--- config.mk ---
export PLATFORM = sky130hd
export DESIGN_NAME = score_ctrl_flat
export DESIGN_NICKNAME = d
export VERILOG_FILES = /design/src/rtl/score_ctrl_pkg.sv /design/src/rtl/score_ctrl_if.sv /design/src/rtl/score_ctrl_bcd_counter.sv /design/src/rtl/score_ctrl.sv /design/src/flat_wrapper.sv
export SDC_FILE = /design/constraint.sdc
export NUM_CORES = 1
export LEC_CHECK = 0
export CAP_MARGIN = 20
export CORE_MARGIN = 1.5
export CORE_UTILIZATION = 58
export DETAILED_ROUTE_END_ITERATION = 16
export PLACE_DENSITY = 0.8
export SETUP_SLACK_MARGIN = 0.05
export SLEW_MARGIN = 20
export SYNTH_ARGS = -nofsm -noshare
export SYNTH_HDL_FRONTEND = slang
export SYNTH_SLANG_ARGS = --single-unit
--- constraint.sdc ---
create_clock -name clk -period 5.95 [get_ports clk]
set_input_delay 1.19 -clock clk [delete_from_list [all_inputs] [get_ports clk]]
set_output_delay 1.19 -clock clk [all_outputs]
set_load 0.005 [all_outputs]
--- src/rtl/score_ctrl_pkg.sv ---
// Shared types and defaults for the score controller slice.
package score_pkg;

   typedef enum logic [1:0] {
      ST_PLAY = 2'd0,
      ST_HOLD = 2'd1,
      ST_OVER = 2'd2
   } state_t;

   localparam logic [1:0] WIN_NONE = 2'b00;
   localparam logic [1:0] WIN_P1   = 2'b01;
   localparam logic [1:0] WIN_P2   = 2'b10;

   localparam int WIN_COUNT_DEF    = 7;
   localparam int HOLD_CYCLES_DEF  = 8;
   localparam int BLINK_CYCLES_DEF = 2;

endpackage

--- src/rtl/score_ctrl_if.sv ---
// Game-event inputs and scoreboard outputs of score_ctrl, bundled for port hookup.
interface score_ctrl_if;

   logic       p1_win;
   logic       p2_win;
   logic       clr_game;
   logic [3:0] bcd1;
   logic [3:0] bcd0;
   logic       blank1;
   logic       blank0;
   logic       round_reset;
   logic       game_over;
   logic [1:0] winner;

   modport master (
      output p1_win, p2_win, clr_game,
      input  bcd1, bcd0, blank1, blank0, round_reset, game_over, winner
   );

   modport slave (
      input  p1_win, p2_win, clr_game,
      output bcd1, bcd0, blank1, blank0, round_reset, game_over, winner
   );

endinterface

--- src/rtl/score_ctrl_bcd_counter.sv ---
// Single-digit BCD counter with synchronous clear and saturation at MAX (MAX <= 9).
module bcd_counter
   import score_pkg::*;
#(
   parameter int MAX = WIN_COUNT_DEF
) (
   input  logic       clk,
   input  logic       reset,
   input  logic       clr,
   input  logic       inc,
   output logic [3:0] q
);

   always_ff @(posedge clk) begin
      if (reset || clr) begin
         q <= 4'd0;
      end else if (inc && (q < 4'(MAX))) begin
         q <= q + 4'd1;
      end
   end

endmodule

--- src/rtl/score_ctrl.sv ---
// Two-player score/round controller: scoring, post-round hold, game end and new-game clear.
// Define SCORE_CTRL_BLINK_EN to blink the round winner's digit during the hold.
module score_ctrl
   import score_pkg::*;
#(
   parameter int WIN_COUNT    = WIN_COUNT_DEF,
   parameter int HOLD_CYCLES  = HOLD_CYCLES_DEF,
   parameter int BLINK_CYCLES = BLINK_CYCLES_DEF
) (
   input  logic        clk,
   input  logic        reset,
   score_ctrl_if.slave bus
);

   state_t      state_q, state_d;
   logic [15:0] hold_q, hold_d;
   logic        round_reset_q, round_reset_d;
   logic        game_over_q, game_over_d;
   logic [1:0]  winner_q, winner_d;
   logic [3:0]  bcd1, bcd0;
   logic        accept, win1, win2, final1, final2;

   // A win only counts in PLAY, outside the restart cycle and when no clear is pending.
   assign accept = (state_q == ST_PLAY) && !round_reset_q && !bus.clr_game;
   assign win1   = accept && bus.p1_win && !bus.p2_win;
   assign win2   = accept && bus.p2_win && !bus.p1_win;
   assign final1 = win1 && (bcd1 == 4'(WIN_COUNT - 1));
   assign final2 = win2 && (bcd0 == 4'(WIN_COUNT - 1));

   bcd_counter #(.MAX(WIN_COUNT)) u_score1 (
      .clk   (clk),
      .reset (reset),
      .clr   (bus.clr_game),
      .inc   (win1),
      .q     (bcd1)
   );

   bcd_counter #(.MAX(WIN_COUNT)) u_score0 (
      .clk   (clk),
      .reset (reset),
      .clr   (bus.clr_game),
      .inc   (win2),
      .q     (bcd0)
   );

   always_ff @(posedge clk) begin
      if (reset) begin
         state_q       <= ST_PLAY;
         hold_q        <= '0;
         round_reset_q <= 1'b0;
         game_over_q   <= 1'b0;
         winner_q      <= WIN_NONE;
      end else begin
         state_q       <= state_d;
         hold_q        <= hold_d;
         round_reset_q <= round_reset_d;
         game_over_q   <= game_over_d;
         winner_q      <= winner_d;
      end
   end

   always_comb begin
      state_d = state_q;
      hold_d  = hold_q;
      if (bus.clr_game) begin
         state_d = ST_PLAY;
         hold_d  = '0;
      end else begin
         case (state_q)
            ST_PLAY: begin
               if (final1 || final2) begin
                  state_d = ST_OVER;
               end else if (win1 || win2) begin
                  state_d = ST_HOLD;
                  hold_d  = 16'(HOLD_CYCLES - 1);
               end
            end
            ST_HOLD: begin
               if (hold_q == '0) begin
                  state_d = ST_PLAY;
               end else begin
                  hold_d = hold_q - 16'd1;
               end
            end
            ST_OVER: state_d = ST_OVER;
            default: state_d = ST_PLAY;
         endcase
      end
   end

   always_comb begin
      round_reset_d = bus.clr_game || ((state_q == ST_HOLD) && (hold_q == '0));
      game_over_d   = (state_d == ST_OVER);
      winner_d      = winner_q;
      if (bus.clr_game) begin
         winner_d = WIN_NONE;
      end else if (final1) begin
         winner_d = WIN_P1;
      end else if (final2) begin
         winner_d = WIN_P2;
      end
   end

   assign bus.bcd1        = bcd1;
   assign bus.bcd0        = bcd0;
   assign bus.round_reset = round_reset_q;
   assign bus.game_over   = game_over_q;
   assign bus.winner      = winner_q;

`ifdef SCORE_CTRL_BLINK_EN
   logic [15:0] blink_q;
   logic        rnd_p1_q;
   logic        blank1_q, blank0_q;

   // Winner's digit starts dark on the first hold cycle, then toggles every BLINK_CYCLES.
   always_ff @(posedge clk) begin
      if (reset || bus.clr_game) begin
         blink_q  <= '0;
         rnd_p1_q <= 1'b0;
         blank1_q <= 1'b0;
         blank0_q <= 1'b0;
      end else if ((state_q == ST_PLAY) && (state_d == ST_HOLD)) begin
         blink_q  <= 16'(BLINK_CYCLES - 1);
         rnd_p1_q <= win1;
         blank1_q <= win1;
         blank0_q <= win2;
      end else if (state_d == ST_HOLD) begin
         if (blink_q == '0) begin
            blink_q  <= 16'(BLINK_CYCLES - 1);
            blank1_q <= rnd_p1_q ? ~blank1_q : 1'b0;
            blank0_q <= rnd_p1_q ? 1'b0 : ~blank0_q;
         end else begin
            blink_q <= blink_q - 16'd1;
         end
      end else begin
         blink_q  <= '0;
         blank1_q <= 1'b0;
         blank0_q <= 1'b0;
      end
   end

   assign bus.blank1 = blank1_q;
   assign bus.blank0 = blank0_q;
`else
   assign bus.blank1 = 1'b0;
   assign bus.blank0 = 1'b0;
`endif

endmodule

--- src/flat_wrapper.sv ---
// flat-port wrapper written by rule: the top's interface ports become plain ports
module score_ctrl_flat import score_pkg::*;
#(
   parameter int WIN_COUNT    = WIN_COUNT_DEF,
   parameter int HOLD_CYCLES  = HOLD_CYCLES_DEF,
   parameter int BLINK_CYCLES = BLINK_CYCLES_DEF
)
  (clk, reset, bus_p1_win, bus_p2_win, bus_clr_game, bus_bcd1, bus_bcd0, bus_blank1, bus_blank0, bus_round_reset, bus_game_over, bus_winner);
  score_ctrl_if bus_i ();
  input  logic clk;
  input  logic reset;
  input wire logic [$bits(bus_i.p1_win)-1:0] bus_p1_win;
  input wire logic [$bits(bus_i.p2_win)-1:0] bus_p2_win;
  input wire logic [$bits(bus_i.clr_game)-1:0] bus_clr_game;
  output wire logic [$bits(bus_i.bcd1)-1:0] bus_bcd1;
  output wire logic [$bits(bus_i.bcd0)-1:0] bus_bcd0;
  output wire logic [$bits(bus_i.blank1)-1:0] bus_blank1;
  output wire logic [$bits(bus_i.blank0)-1:0] bus_blank0;
  output wire logic [$bits(bus_i.round_reset)-1:0] bus_round_reset;
  output wire logic [$bits(bus_i.game_over)-1:0] bus_game_over;
  output wire logic [$bits(bus_i.winner)-1:0] bus_winner;
  assign bus_i.p1_win = bus_p1_win;
  assign bus_i.p2_win = bus_p2_win;
  assign bus_i.clr_game = bus_clr_game;
  assign bus_bcd1 = bus_i.bcd1;
  assign bus_bcd0 = bus_i.bcd0;
  assign bus_blank1 = bus_i.blank1;
  assign bus_blank0 = bus_i.blank0;
  assign bus_round_reset = bus_i.round_reset;
  assign bus_game_over = bus_i.game_over;
  assign bus_winner = bus_i.winner;
  score_ctrl #(.WIN_COUNT(WIN_COUNT), .HOLD_CYCLES(HOLD_CYCLES), .BLINK_CYCLES(BLINK_CYCLES)) u_core (.clk(clk), .reset(reset), .bus(bus_i));
endmodule
==> impl_metrics.csv <==
group,metric,value,unit
final_layout,n_fill_cell,212,
job,drv_cap,0,
floorplanning,die_x,54.7,um
worst_setup_path,start_kind,"input pin",
hold_path,hold_class,"flip-flop to flip-flop",
synth,avgSynthCellArea,8.44,um^2
worst_setup_path,end_kind,"flip-flop",
floorplanning,ioPinCount,19,
power_and_ir_drop,p_per_area,204,mW/mm^2
timing,min_period_over_period,53.2,%
synth,synth-seq-cells,30,
timing,skew,0.00409,ns
timing,rsz0062_at_grt,"no",
power_and_ir_drop,power_leakage,0.000610,uW
global_routing,grt_use_total,25.2,%
floorplanning,initial_core_util,62.1,%
worst_setup_path,crit_slowest_cell,"or4_4",
synth,synth_edf_count,0,
timing,max-slew-margin-rel,43.9,%
route,drt_wl_total,3380,um
route,antenna_left,0,
timing,report.final.hold_viol_count,0,
placement,gp_congestion,0.757,
final_layout,mostFrequentLayoutCell,"dfxtp_1",
synth,netlist_area,0.00155,mm^2
global_routing,grt_max_degree,28,
timing,setup_slack,2.79,ns
floorplanning,die_h,54.7,um
synth,yosysSeqAreaShare,38.7,%
synth,yosysWarnings,0,
worst_setup_path,path_common_cell,"or4_4",
clocking,cts-resized-gates,0,
clocking,clk_path_buf_depth,2,
clocking,cts_tree,"yes",
synth,ys_async_sr_fraction,0,%
floorplanning,die_area,0.00300,mm^2
clocking,cts_made_buffers,5,
clocking,cts_hold_buf,0,
final_layout,syn2layout_area_growth,12.6,%
clocking,cts.sinks,30,
timing,setup_viol,0,
timing,fin_setup_tns,0,ns
final_layout,drive_gt1_share,9.60,%
route,wire_per_inst,14.8,um
route,first_pass_iters,4,
timing,maxSlewViolCount,0,
synth,synth_top_area_share,38.7,%
power_and_ir_drop,ir_worst_vdd,0.189,mV
clocking,htreeDepth,2,
timing,fmax,316,MHz
worst_setup_path,cp_slowest_stage_delay,0.62,ns
run_status,status,"completed",
synth,synth_top_cell_by_area,"dfxtp_1",
placement,io_buffers,16,
route,drt_iter0_markers,28,
worst_setup_path,critPathMaxFanout,9,
synth,synthFlopType,"dfxtp_1",
route,vias,1453,
clocking,path_clk_slew,0.09,ns
synth,synthTopCellsByArea,"dfxtp_1, nor2_1, a21oi_1",
global_routing,grt_pass1_vias,1246,
placement,hpwl,2340,um
global_routing,grt_pass1_wl,5350,um
synth,syn_inst,184,
final_layout,antenna_cells,0,
final_layout,fin_nets,208,
worst_setup_path,required,6.24,ns
placement,preCtsSetupSlack,2.44,ns
synth,ys_types,46,
route,post-route-drc-count,0,
global_routing,grt_antenna_before_repair,0,
clocking,clock_latency,0.34,ns
worst_setup_path,setup.worst_path.class,"input pin to flip-flop",
worst_setup_path,path_cells,"clkdlybuf4s50_1 -> or4_4 -> or4_4 -> and3_1 -> o22ai_2 -> a32o_2",
clocking,cts_setup_buffers,0,
worst_setup_path,worstPathArrival,3.45,ns
floorplanning,num_rows,18,
timing,period_minus_slack,3.16,ns
route,routed_via_density,6.37,
final_layout,final_cell_mix,"dfxtp_1, nor2_1, clkdlybuf4s50_1",
clocking,cts_root_buffer,"clkbuf_4",
floorplanning,core,0.00250,mm^2
global_routing,overflow,0,
timing,worst_slew_pin_slew,0.840,ns
[cells in the mapped netlist, drive strengths merged (3+ instances only)]
master	n
a211oi	3
a21o	3
a21oi	13
a311oi	7
a31oi	7
a32o	3
buf	6
clkbuf	6
dfxtp	30
ha	5
inv	7
nand2	12
nand2b	3
nor2	20
nor3	13
nor4	8
o21ai	6
or3	3
or4	6
[worst max-delay path, delay by kind of cell]
family / cells / cell delay, ns
simple gates: 3 / 1.45
buf+inv: 1 / 0.46
compound gates: 2 / 0.35
[cell type report]
cell class	instances	area, um^2	area share (%)
timing repair buffer	18	175	10.0
multi-input combinational	136	861	49.2
clock buffer	5	37.5	2.15
clock inverter	2	10.0	0.573
tap	30	37.5	2.15
sequential	30	601	34.4
inverter	7	26.3	1.50
[worst paths after layout]
| kind | from | end | slack [ns] | cells past startpoint |
|---|---|---|---|---|
| worst min register to register | u_core.hold_q[15]$_SDFFE_PP0P_ | u_core.hold_q[15]$_SDFFE_PP0P_ | 0.50 | 1 |
| worst max register to register | u_core.hold_q[0]$_SDFFE_PP0P_ | u_core.hold_q[6]$_SDFFE_PP0P_ | 3.68 | 8 |
| worst max-delay path | bus_clr_game | u_core.hold_q[6]$_SDFFE_PP0P_ | 2.79 | 6 |
| worst min-delay path | u_core.hold_q[15]$_SDFFE_PP0P_ | u_core.hold_q[15]$_SDFFE_PP0P_ | 0.50 | 1 |
[logic make-up after synthesis]
family,after synthesis,synth area share [%]
buf+inv,19,6.12
xor+xnor,2,1.13
compound gates,53,23.8
flops,30,38.7
other cells,1,0.242
simple gates,74,26.0
fa+ha+maj,5,4.03
[metal layers]
layer / share of wire [%] / up-vias / GRT usage (%)
li1: - / 717 / -
met1: 44 / 684 / 30.3
met2: 48 / 48 / 41.3
met3: 6.3 / 4 / 9.02
met4: 1.4 / 0 / 8.75
met5: 0 / - / 0
[flip-flops by register name, indices dropped and copies added (netlist names)]
name and count:
u_core.bus.winner 2, u_core.u_score0.q 4, u_core.bus.round_reset 1, u_core.state_q 2, u_core.hold_q 16, u_core.u_score1.q 4, u_core.bus.game_over 1
[metrics by stage]
stage	std cells	total power [uW]	utilization [%]	cell area (um^2)	hold WS (ns)
final	228	357	69.9	1750	0.500
after CTS	228	360	69.9	1750	0.497
after global routing	228	374	69.9	1750	0.517
after detailed placement	221	248	68.0	1700	0.482
after floorplan	185	240	-	1560	0.450
after global placement	221	246	68.0	1700	0.473
[power breakdown]
group | internal (uW) | switching, uW
Clock | 42.3 | 71.3
Combinational | 14.6 | 24.2
Sequential | 203 | 2.12
Total | 260 | 97.6
No activity file was read; power rests on OpenSTA's default activity.
